<file path="src/rtl/mem_if_pkg.sv">
// Shared constants and types for the 16-bit single-port memory and its initiator.
package mem_if_pkg;
   localparam int DATA_W = 16;
   localparam int ADDR_W = 9;
   localparam int LEN_W  = 4;

   typedef enum logic [1:0] {
      IDLE    = 2'd0,
      RD      = 2'd1,
      RD_TAIL = 2'd2,
      WR      = 2'd3
   } state_t;

   typedef logic [LEN_W-1:0] burst_len_t;
endpackage

</file>
<file path="src/rtl/mem_master.sv">
// CPU-side memory initiator: 1-cycle writes, pipelined burst reads (beat k after edge k+2 of accept).
// Ready only in IDLE; response path has no backpressure, read beats stream back gap-free.
module mem_master
   import mem_if_pkg::*;
#(
   parameter int DATA_W = mem_if_pkg::DATA_W,
   parameter int ADDR_W = mem_if_pkg::ADDR_W,
   parameter int LEN_W  = mem_if_pkg::LEN_W
) (
   input  logic              clk,
   input  logic              reset,
   input  logic              cpu_req_valid,
   output logic              cpu_req_ready,
   input  logic              cpu_we,
   input  logic [ADDR_W-1:0] cpu_addr,
   input  logic [DATA_W-1:0] cpu_wdata,
   input  logic [LEN_W-1:0]  cpu_burst_len,
   output logic              cpu_rsp_valid,
   output logic [DATA_W-1:0] cpu_rsp_data,
   output logic              cpu_rsp_last,
   output logic              cpu_wr_ack,
   output logic              mem_rn,
   output logic              mem_wn,
   output logic [ADDR_W-1:0] mem_addr,
   output logic [DATA_W-1:0] mem_din,
   input  logic [DATA_W-1:0] mem_dout
);

   state_t            state_q;
   logic              mem_rn_q, mem_wn_q;
   logic [ADDR_W-1:0] mem_addr_q;
   logic [DATA_W-1:0] mem_din_q;
   logic [LEN_W-1:0]  issue_cnt_q, cap_cnt_q;
   logic              cap_vld_q;
   logic              rsp_valid_q, rsp_last_q, wr_ack_q;
   logic [DATA_W-1:0] rsp_data_q;

   logic [ADDR_W-1:0] addr_inc_d;
   logic              issue_done_d, cap_final_d;

   always_comb begin
      addr_inc_d   = mem_addr_q + 1'b1;
      issue_done_d = (issue_cnt_q == '0);
      cap_final_d  = (cap_cnt_q == '0);
   end

   // cap_vld_q marks that the memory sampled mem_rn at the previous edge,
   // so mem_dout holds a fresh word to capture at this edge.
   always_ff @(posedge clk or posedge reset) begin
      if (reset) begin
         state_q     <= IDLE;
         mem_rn_q    <= 1'b0;
         mem_wn_q    <= 1'b0;
         mem_addr_q  <= '0;
         mem_din_q   <= '0;
         issue_cnt_q <= '0;
         cap_cnt_q   <= '0;
         cap_vld_q   <= 1'b0;
         rsp_valid_q <= 1'b0;
         rsp_last_q  <= 1'b0;
         rsp_data_q  <= '0;
         wr_ack_q    <= 1'b0;
      end else begin
         cap_vld_q <= mem_rn_q;
         wr_ack_q  <= 1'b0;

         if (cap_vld_q) begin
            rsp_data_q  <= mem_dout;
            rsp_valid_q <= 1'b1;
            rsp_last_q  <= cap_final_d;
            if (!cap_final_d)
               cap_cnt_q <= cap_cnt_q - 1'b1;
         end else begin
            rsp_valid_q <= 1'b0;
            rsp_last_q  <= 1'b0;
         end

         case (state_q)
            IDLE: begin
               if (cpu_req_valid) begin
                  mem_addr_q <= cpu_addr;
                  if (cpu_we) begin
                     state_q   <= WR;
                     mem_wn_q  <= 1'b1;
                     mem_din_q <= cpu_wdata;
                  end else begin
                     state_q     <= RD;
                     mem_rn_q    <= 1'b1;
                     issue_cnt_q <= cpu_burst_len;
                     cap_cnt_q   <= cpu_burst_len;
                  end
               end
            end
            WR: begin
               mem_wn_q <= 1'b0;
               wr_ack_q <= 1'b1;
               state_q  <= IDLE;
            end
            RD: begin
               if (issue_done_d) begin
                  mem_rn_q <= 1'b0;
                  state_q  <= RD_TAIL;
               end else begin
                  mem_addr_q  <= addr_inc_d;
                  issue_cnt_q <= issue_cnt_q - 1'b1;
               end
            end
            RD_TAIL: begin
               if (cap_vld_q && cap_final_d)
                  state_q <= IDLE;
            end
            default: state_q <= IDLE;
         endcase
      end
   end

   assign cpu_req_ready = (state_q == IDLE);
   assign cpu_rsp_valid = rsp_valid_q;
   assign cpu_rsp_data  = rsp_data_q;
   assign cpu_rsp_last  = rsp_last_q;
   assign cpu_wr_ack    = wr_ack_q;
   assign mem_rn        = mem_rn_q;
   assign mem_wn        = mem_wn_q;
   assign mem_addr      = mem_addr_q;
   assign mem_din       = mem_din_q;

endmodule

</file>
<file path="config.mk">
export PLATFORM = sky130hd
export DESIGN_NAME = mem_master
export DESIGN_NICKNAME = d
export VERILOG_FILES = /design/src/rtl/mem_if_pkg.sv /design/src/rtl/mem_master.sv
export SDC_FILE = /design/constraint.sdc
export NUM_CORES = 1
export LEC_CHECK = 0
export CAP_MARGIN = 20
export CORE_ASPECT_RATIO = 0.5
export CORE_MARGIN = 2
export CORE_UTILIZATION = 40
export CTS_BUF_LIST = sky130_fd_sc_hd__clkbuf_16
export DETAILED_ROUTE_END_ITERATION = 6
export PLACE_DENSITY = 0.78
export SYNTH_ARGS = -nofsm -noshare
export SYNTH_HDL_FRONTEND = slang
export SYNTH_SLANG_ARGS = --single-unit
</file>
<file path="constraint.sdc">
create_clock -name clk -period 1.6 [get_ports clk]
set_clock_uncertainty 0.1 [all_clocks]
set_input_delay 0.16 -clock clk [delete_from_list [all_inputs] [get_ports clk]]
set_output_delay 0.16 -clock clk [all_outputs]
set_load 0.01 [all_outputs]
</file>
==> flow_metrics.env <==
export IMPL_r2r_cells=7
export IMPL_cts_root_buffer="clkbuf_16"
export IMPL_run_status="finished, violations left"
export IMPL_ir_drop_mv=0.843
export IMPL_ys_ff_latch=57
export IMPL_dp_hpwl_um=4750
export IMPL_synth_edf_count=0
export IMPL_std_cell_rows=20
export IMPL_critPathKind="reg -> reg"
export IMPL_worst_pin_slew_ps=357
export IMPL_io_buffers=95
export IMPL_grt_max_degree=21
export IMPL_fin_crit_sh_pct=106
export IMPL_synth_top_cells_by_area="dfrtp_1, mux2_2, mux2_1, a21oi_1, nand2_1"
export IMPL_vias_per_cell=5.18
export IMPL_yosysWarnings=0
export IMPL_synth_distinct_cells=49
export IMPL_ios=96
export IMPL_maxSlewViolCount=0
export IMPL_layout_setup_ws_ps=-94.2
export IMPL_startpoint_type="flip-flop"
export IMPL_synthFlopType="dfrtp_1"
export IMPL_cp_max_fo=5
export IMPL_num_vias=2207
export IMPL_synth_nets=256
export IMPL_initial_core_util_pct=41.6
export IMPL_clk_pin_slew_ps=50
export IMPL_min_path_type="in -> async"
export IMPL_core_area_um2=6110
export IMPL_gr_total_overflow=0
export IMPL_track_usage_pct=20.8
export IMPL_cap_violations=0
export IMPL_nets=385
export IMPL_fmax_mhz=590
export IMPL_drt_iter0_markers=83
export IMPL_cts_buffers=9
export IMPL_wl_per_cell_um=17.5
export IMPL_setup_viol_count_final=10
export IMPL_r2r_end="mem_addr[6]"
export IMPL_synth_top_area_share_pct=56.1
export IMPL_area_delta_synth_final_pct=70.1
export IMPL_die_area_um2=7050
export IMPL_hold_viol=0
export IMPL_grt_pass1_vias=2236
export IMPL_drt_pass1_iter_count=4
export IMPL_violations="setup timing"
export IMPL_syn_area_per_cell_um2=12.5
export IMPL_drive_gt1_share_pct=33.1
export IMPL_final_setup_tns_ps=-364
export IMPL_synth_async_reset_ratio_pct=100
export IMPL_synthesis_area_um2=2540
export IMPL_cts_num_sinks=57
export IMPL_worst_ep_arrival_time_ps=1840
export IMPL_antenna_found_initial=0
export IMPL_ys_seq_area_share_pct=56.1
export IMPL_clk_path_buf_depth=2
export IMPL_n_antenna_cell=0
export IMPL_yosysTopAreaCell="dfrtp_1"
export IMPL_routabilityCongestion=0.812
export IMPL_drt_wl_total_um=7440
export IMPL_fin_crit_ps=1690
export IMPL_r2r_slack_ps=-90
export IMPL_die_h_um=60.4
export IMPL_h_tree_depth=3
export IMPL_insertion_delay_ps=320
export IMPL_drc_errors=0
export IMPL_p_leak_nw=1.86
export IMPL_r2r_start="issue_cnt_q[0]"
export IMPL_end_kind="flip-flop"
export IMPL_die_w_um=117
export IMPL_rsz0062_at_grt="yes"
export IMPL_worstPathRequired_ps=1740
export IMPL_power_density_nw_per_um2=2160
export IMPL_cts_tree="yes"
export IMPL_ant_nets=0
export IMPL_syn_inst=204
export IMPL_slew_headroom_pct=76.2
export IMPL_whs_ps=42.0
export IMPL_postCtsHoldBufs=0
export IMPL_grt_pass1_wl_um=11000
## critical path, cell delays in order (launching register included)
cell       delay [ps]
dfrtp_1           390
inv_2              90
ha_4              130
nor3b_4           260
a211o_4           280
clkinv_8           80
buf_4             140
a2bb2oi_2         140
## synth_stat cells, types with 2 or more instances
library cell,instances
a21oi_1,11
a21oi_2,2
a2bb2oi_1,4
and4_1,2
buf_2,3
buf_4,3
buf_6,2
dfrtp_1,57
ha_1,3
inv_1,6
mux2_1,9
mux2_2,25
nand2_1,14
nand2b_1,2
nand3_1,4
nor2_1,12
nor3_1,3
o21ai_0,8
o22ai_1,3
xnor2_1,2
## cells by family after synthesis
| family | after synthesis | share of synthesized area (%) |
|---|---|---|
| AO/OA/AOI/OAI | 41 | 11.1 |
| multiplexers | 35 | 15.5 |
| adder cells (fa/ha/maj) | 3 | 1.48 |
| XOR/XNOR | 3 | 1.03 |
| buffers and inverters | 16 | 3.64 |
| AND/OR/NAND/NOR | 49 | 11.2 |
| flip-flops | 57 | 56.1 |
## metal layers
layer,track usage [%],wire length (um)
met2,38.5,3960
met3,6.19,337
met4,7.23,103
met5,0,0
met1,23.7,3040
## report_power, final
| part | switching [mW] | internal, mW |
|---|---|---|
| combinational | 1.98 | 2.66 |
| clock | 0.660 | 1.35 |
| sequential | 0.551 | 2.14 |
| total | 3.20 | 6.14 |
## final cells by class
| type | instances | area, um2 |
|---|---|---|
| Clock buffer | 9 | 225 |
| Clock inverter | 7 | 86.3 |
| Fill cell | 412 | 1780 |
| Inverter | 7 | 42.5 |
| Multi-Input combinational cell | 132 | 1150 |
| Sequential cell | 57 | 1430 |
| Tap cell | 88 | 110 |
| Timing Repair Buffer | 125 | 1270 |
| Timing Repair inverter | 1 | 8.76 |
## stage by stage
stage               power (mW)  cell area (um2)  utilization (%)  setup WS [ps]  std cells
floorplan                 4.63             2550                -          -2.64        204
global placement          6.34             3770             61.8          -51.2        401
detailed placement        6.55             3770             61.8           -109        401
CTS                       8.95             4200             68.9          -43.3        422
global route              9.81             4330             70.8           -195        426
finish                    9.34             4330             70.8          -94.2        426
## state kept, by name, indices dropped and copies added (netlist names)
register and count:
cpu_rsp_data 16, mem_din 16, mem_addr 9, cap_cnt_q 4, issue_cnt_q 4, state_q 2
cap_vld_q 1, cpu_rsp_last 1, cpu_rsp_valid 1, cpu_wr_ack 1, mem_rn 1, mem_wn 1
## what timing repair did
action	4_1_cts	5_1_grt
pin swaps	1	3
endpoints found under the setup margin	23	31
cloned	3	0
gates resized for setup	18	28
setup buffers	2	4
## cell usage in the layout, fill, tap and decap left out, types with 3 or more instances in the layout
| cell type | n |
|---|---|
| a21oi_1 | 8 |
| a21oi_2 | 5 |
| a2bb2oi_2 | 4 |
| buf_12 | 4 |
| buf_4 | 23 |
| clkbuf_16 | 9 |
| clkdlybuf4s50_1 | 89 |
| dfrtp_1 | 53 |
| dfrtp_2 | 4 |
| dlymetal6s2s_1 | 4 |
| inv_2 | 4 |
| mux2_1 | 9 |
| mux2_2 | 24 |
| nand2_1 | 14 |
| nand3_1 | 4 |
| nor2_1 | 9 |
| nor2_2 | 3 |
| o21ai_0 | 4 |
| o21ai_1 | 4 |
| o22ai_1 | 3 |
## worst max-delay path by stage
| stage | startpoint | to | slack (ps) | cells past startpoint |
|---|---|---|---|---|
| after global placement | cpu_req_valid | mem_din[13] | -50 | 5 |
| after CTS | issue_cnt_q[0] | mem_addr[2] | -40 | 6 |
| after floorplan | issue_cnt_q[0] | mem_addr[4] | -3 | 8 |
| after detailed placement | issue_cnt_q[0] | mem_addr[7] | -110 | 7 |
| final | issue_cnt_q[0] | mem_addr[6] | -90 | 7 |
| after global routing | issue_cnt_q[0] | mem_addr[6] | -200 | 7 |
Power figures use the tool's default switching activity.
